`src/rtl/mac_acc_stream.sv`:
```
// Pipelined signed multiply-accumulate engine with bias preload,
// round/shift requantisation, optional ReLU, saturation and flow control.
module mac_acc_stream #(
  parameter int DATA_W = 8,
  parameter int ACC_W  = 32,
  parameter int OUT_W  = 8,
  parameter int SHIFT  = 4,
  parameter int CNT_W  = 10
) (
  input  logic                     clk,
  input  logic                     rst,
  input  logic                     in_valid,
  output logic                     in_ready,
  input  logic signed [DATA_W-1:0] in_a,
  input  logic signed [DATA_W-1:0] in_b,
  input  logic                     in_first,
  input  logic                     in_last,
  input  logic signed [ACC_W-1:0]  in_bias,
  input  logic                     relu_en,
  output logic                     out_valid,
  input  logic                     out_ready,
  output logic signed [OUT_W-1:0]  out_data,
  output logic [CNT_W-1:0]         out_cnt,
  output logic                     out_acc_ovf
);

  localparam logic [ACC_W-1:0] AMAX = {1'b0, {(ACC_W-1){1'b1}}};
  localparam logic [ACC_W-1:0] AMIN = ~AMAX;
  localparam logic signed [ACC_W:0] OMAX =
    {{(ACC_W-OUT_W+2){1'b0}}, {(OUT_W-1){1'b1}}};
  localparam logic signed [ACC_W:0] OMIN = ~OMAX;
  localparam logic signed [ACC_W:0] RND =
    ((ACC_W+1)'(1) << SHIFT) >> 1;

  logic w_en;
  assign w_en     = !(out_valid && !out_ready);
  assign in_ready = w_en;

  logic                     r_s1_v, r_s1_first, r_s1_last, r_s1_relu;
  logic signed [DATA_W-1:0] r_s1_a, r_s1_b;
  logic signed [ACC_W-1:0]  r_s1_bias;

  always_ff @(posedge clk or posedge rst) begin
    if (rst) begin
      r_s1_v     <= 1'b0;
      r_s1_first <= 1'b0;
      r_s1_last  <= 1'b0;
      r_s1_relu  <= 1'b0;
      r_s1_a     <= '0;
      r_s1_b     <= '0;
      r_s1_bias  <= '0;
    end else if (w_en) begin
      r_s1_v <= in_valid;
      if (in_valid) begin
        r_s1_first <= in_first;
        r_s1_last  <= in_last;
        r_s1_relu  <= relu_en;
        r_s1_a     <= in_a;
        r_s1_b     <= in_b;
        r_s1_bias  <= in_bias;
      end
    end
  end

  logic signed [2*DATA_W-1:0] w_prod;
  assign w_prod = r_s1_a * r_s1_b;

  logic                    r_s2_v, r_s2_first, r_s2_last, r_s2_relu;
  logic signed [ACC_W-1:0] r_s2_prod, r_s2_bias;

  always_ff @(posedge clk or posedge rst) begin
    if (rst) begin
      r_s2_v     <= 1'b0;
      r_s2_first <= 1'b0;
      r_s2_last  <= 1'b0;
      r_s2_relu  <= 1'b0;
      r_s2_prod  <= '0;
      r_s2_bias  <= '0;
    end else if (w_en) begin
      r_s2_v     <= r_s1_v;
      r_s2_first <= r_s1_first;
      r_s2_last  <= r_s1_last;
      r_s2_relu  <= r_s1_relu;
      r_s2_prod  <= ACC_W'(w_prod);
      r_s2_bias  <= r_s1_bias;
    end
  end

  logic [ACC_W-1:0] r_acc, r_res;
  logic [CNT_W-1:0] r_cnt, r_res_cnt;
  logic             r_ovf, r_relu, r_s3_v;
  logic             r_res_ovf, r_res_relu;

  logic [ACC_W-1:0] w_base, w_sat;
  logic [ACC_W:0]   w_sum;
  logic [CNT_W-1:0] w_cnt_base, w_cnt_nx;
  logic             w_sovf, w_ovf_nx, w_relu_nx;

  always_comb begin
    w_base     = r_s2_first ? r_s2_bias : r_acc;
    w_sum      = {w_base[ACC_W-1], w_base}
               + {r_s2_prod[ACC_W-1], r_s2_prod};
    w_sovf     = w_sum[ACC_W] ^ w_sum[ACC_W-1];
    w_sat      = w_sovf ? (w_sum[ACC_W] ? AMIN : AMAX)
                        : w_sum[ACC_W-1:0];
    w_cnt_base = r_s2_first ? '0 : r_cnt;
    w_cnt_nx   = (&w_cnt_base) ? w_cnt_base
                               : w_cnt_base + CNT_W'(1);
    w_ovf_nx   = (r_s2_first ? 1'b0 : r_ovf) | w_sovf;
    w_relu_nx  = r_s2_first ? r_s2_relu : r_relu;
  end

  // A last beat hands its total to S4 and leaves the accumulator at zero
  always_ff @(posedge clk or posedge rst) begin
    if (rst) begin
      r_s3_v     <= 1'b0;
      r_acc      <= '0;
      r_cnt      <= '0;
      r_ovf      <= 1'b0;
      r_relu     <= 1'b0;
      r_res      <= '0;
      r_res_cnt  <= '0;
      r_res_ovf  <= 1'b0;
      r_res_relu <= 1'b0;
    end else if (w_en) begin
      r_s3_v <= r_s2_v && r_s2_last;
      if (r_s2_v) begin
        if (r_s2_last) begin
          r_acc      <= '0;
          r_cnt      <= '0;
          r_ovf      <= 1'b0;
          r_relu     <= 1'b0;
          r_res      <= w_sat;
          r_res_cnt  <= w_cnt_nx;
          r_res_ovf  <= w_ovf_nx;
          r_res_relu <= w_relu_nx;
        end else begin
          r_acc  <= w_sat;
          r_cnt  <= w_cnt_nx;
          r_ovf  <= w_ovf_nx;
          r_relu <= w_relu_nx;
        end
      end
    end
  end

  logic signed [ACC_W:0]   w_r, w_sh;
  logic signed [OUT_W-1:0] w_q;

  always_comb begin
    w_r = $signed({r_res[ACC_W-1], r_res}) + RND;
    w_sh = w_r >>> SHIFT;
    if (r_res_relu && (w_sh < 0)) w_q = '0;
    else if (w_sh > OMAX)         w_q = OMAX[OUT_W-1:0];
    else if (w_sh < OMIN)         w_q = OMIN[OUT_W-1:0];
    else                          w_q = w_sh[OUT_W-1:0];
  end

  always_ff @(posedge clk or posedge rst) begin
    if (rst) begin
      out_valid   <= 1'b0;
      out_data    <= '0;
      out_cnt     <= '0;
      out_acc_ovf <= 1'b0;
    end else if (w_en) begin
      out_valid <= r_s3_v;
      if (r_s3_v) begin
        out_data    <= w_q;
        out_cnt     <= r_res_cnt;
        out_acc_ovf <= r_res_ovf;
      end
    end
  end

endmodule

```
`config.mk`:
```
export PLATFORM = sky130hd
export DESIGN_NAME = mac_acc_stream
export DESIGN_NICKNAME = d
export VERILOG_FILES = /design/src/rtl/mac_acc_stream.sv
export SDC_FILE = /design/constraint.sdc
export NUM_CORES = 1
export LEC_CHECK = 0
export CAP_MARGIN = 20
export CORE_UTILIZATION = 40
export DETAILED_ROUTE_END_ITERATION = 8
export GPL_TIMING_DRIVEN = 0
export PLACE_DENSITY = 0.62
export SLEW_MARGIN = 10
export SYNTH_ARGS = -nofsm -noshare
export SYNTH_HDL_FRONTEND = slang
export SYNTH_SLANG_ARGS = --single-unit
```
`constraint.sdc`:
```
create_clock -name clk -period 9.1 [get_ports clk]
set_input_delay 2.73 -clock clk [delete_from_list [all_inputs] [get_ports clk]]
set_output_delay 2.73 -clock clk [all_outputs]
set_load 0.01 [all_outputs]
```
==> summary.txt <==
Synth
  – Post-Syn Area: 0.0137 sq mm
  – Synthesis warning total: 0
  – Top post-synthesis cells by area: dfrtp_1 38%, fa_1 8.2%, mux2_2 7.9%
  – Main synth FF type: dfrtp_1
  – Syn Inst Count: 1447
  – Post-synth top area share: 38.4%
  – Synth cell types: 72
  – Ys async rst share: 100%
  – Post-synth EDFFs: 0
  – Syn Nets: 1621
  – Post-synth top area cell: dfrtp_1
  – Post-synthesis sequential area ratio: 38.4%
  – Synthesized area per cell: 9.46 sq um
  – Flops & latches, synth: 210

Drt
  – Via count: 10611
  – DR WL met2: 16000 microns
  – Routed WL: 34200 microns
  – Routed Antenna Nets: 0
  – Met3 routed WL: 1330 microns
  – First drt pass iteration count: 5
  – Residual DRC count: 0
  – First DRT Iteration DRCs: 584
  – DR top layer: met4
  – Routed len/inst: 17.0 microns
  – Vias per Instance: 5.27
  – Wl on met1: 16100 microns

STA
  – Worst-case clock skew: 0.0148 ns
  – Final hold viol count: 0
  – Final setup vio count: 0
  – RSZ-0062 raised after global routing: false
  – Max frequency: 0.119 GHz
  – Post-route setup TNS: 0 ns
  – Worst-Margin Slew: 0.828 ns
  – Final period util: 92.1%
  – Final min period: 8.38 ns
  – Slew HR: 44.8%
  – Count of pins over their slew limit: 0

Critical path
  – Startpoint types: primary input
  – Critical path class: primary input to output pin
  – Worst EP required: 6.37 ns
  – Critical path data arrival time: 5.65 ns
  – Worst reg2reg path depth: 14
  – Crit path max fanout: 10
  – RR Startpoint: r_s2_first$_DFFE_PP0N_
  – Worst setup EP type: output pin
  – R2r setup slk: 3.97 ns
  – R2r endpoint: r_res[26]$_DFFE_PP0P_

Worst hold path
  – Min-delay src: r_s2_bias[24]$_DFFE_PP0N_
  – Min-delay worst type: flop to flop
  – WHS Path Cells: 2
  – Min-Delay Endpoint: r_s2_bias[24]$_DFFE_PP0N_

Die
  – CORE AREA: 0.0336 sq mm
  – Die footprint: 0.0350 sq mm
  – Die W: 187 microns
  – Initial Util: 40.7%
  – Die Span Y: 187 microns
  – # IOs: 76
  – Row count: 67

Global route
  – Total track usage: 20.1%
  – Antenna violations before repair: 0
  – Overflow after GRT: 0
  – First-pass GRT wire length: 57100 microns
  – Vias in the first global route: 10794
  – Maximum number of pins on one net before global-route repair: 115

Clocking
  – H-tree levels: 1
  – Clk_lat worst skew: 0.53 ns
  – TritonCTS clock tree: yes
  – CTS root buf: clkbuf_16
  – PostCTS Resize Cnt: 0
  – Clock buffer depth: 3
  – Post-CTS Setup Bufs: 0
  – Number of hold buffers added after cts: 0
  – CTS buffer count: 24
  – Worst-path clk slew: 0.06 ns
  – CTS sink cnt: 210

Place
  – DP HPWL: 26400 microns
  – Placed inst area: 0.0150 sq mm
  – Port bufs: 75
  – DP Cell Count: 1971
  – GPL Wtd Cong: 0.905

Run status
  – Status: completed

Finish
  – Multi-input combinational cell area: 0.00782 sq mm
  – Fin area: 0.0159 sq mm
  – Share of cells above drive strength 1: 10.7%
  – Final instance count without filler cells: 2015
  – ANT cells: 0
  – Sequential cell area: 0.00526 sq mm
  – Fillers: 3214
  – Post-layout nets: 1723
  – Area grow syn2layout: 16.1%

Flow run
  – Total of max-cap violations: 0
cell families after synthesis:
group                      after synthesis  synth area share, %
xor gates and xnor gates                62                 3.96
AOI/OAI and AO/OA                      302                 13.5
muxes                                  101                 8.26
DFF                                    210                 38.4
buffers and inverters                  164                 4.55
adders and majority gates              120                 14.0
and+or+nand+nor                        488                 17.3
final cells by class:
type,count,share of cell area [%]
sequential,210,33.0
tap,448,3.52
inverter,101,2.43
clock buffer,35,4.41
timing repair buffer,76,4.89
clock inverter,9,1.02
buffer,63,1.53
multi-input combinational,1073,49.1
flip-flops by register name, summed over array words and instances (netlist names), 10 cells and up:
register	count
r_acc	32
r_res_cnt	10
r_s1_bias	32
r_s2_prod	16
r_s2_bias	32
r_cnt	10
out_cnt	10
r_res	29
metrics by stage:
step           util, %  setup slack [ns]  hold WS, ns
2_1_floorplan        -             0.632        0.433
3_3_place_gp      44.6             -2.16        0.448
3_5_place_dp      44.7             0.694        0.453
4_1_cts           47.3             0.688        0.468
5_1_grt           47.3             0.536        0.485
6_report          47.3             0.720        0.465
synthesized netlist by cell type, drive strengths merged, types with 4 or more instances:
cell type	instances
xnor2	39
nor3	16
o31ai	11
mux2	96
a22o	8
buf	14
a31oi	12
o211ai	11
dfrtp	210
o21a	5
a21oi	98
a21o	18
nor2	42
nor3b	7
nand4	15
nand3	26
nor4	6
inv	100
o21ai	95
clkbuf	49
and3	18
nand2b	10
a211oi	10
and2	54
or3	5
a221o	7
fa	56
or2	5
o21bai	4
nor2b	17
xor2	23
mux2i	5
ha	63
nand2	256
worst max-delay path by stage:
stage | start | end | slack [ns] | cells after the start
floorplan | rst | out_acc_ovf$_DFFE_PP0P_ | 0.63 | 1
global placement | rst | r_s1_bias[22]$_DFFE_PP0P_ | -2.16 | 2
detailed placement | out_ready | in_ready | 0.69 | 7
CTS | out_ready | in_ready | 0.69 | 7
global route | out_ready | in_ready | 0.54 | 7
finish | out_ready | in_ready | 0.72 | 7
metal layers:
metal	global-route usage, %	vias up
met5	0	-
met4	4.95	0
met3	2.25	50
met2	32.7	218
met1	28.6	5166
li1	-	5177
layout by cell type (no fill, tap or decap), types with 40 or more instances in the layout:
cell and count:
a21oi_1 98, and2_1 54, clkbuf_1 54, clkdlybuf4s50_1 75
dfrtp_1 210, fa_1 56, ha_1 63, inv_1 99
mux2_2 96, nand2_1 255, nor2_1 40, o21ai_0 94
critical path: stages:
cell,delay (ns)
clkdlybuf4s50_1,0.40
nor2b_1,0.16
clkbuf_1,0.49
clkinv_1,0.53
clkbuf_1,0.37
clkbuf_1,0.37
clkdlybuf4s50_1,0.58
Power is not shown: default switching activity piles up to over one toggle a cycle in this logic, so the estimate is an artifact.
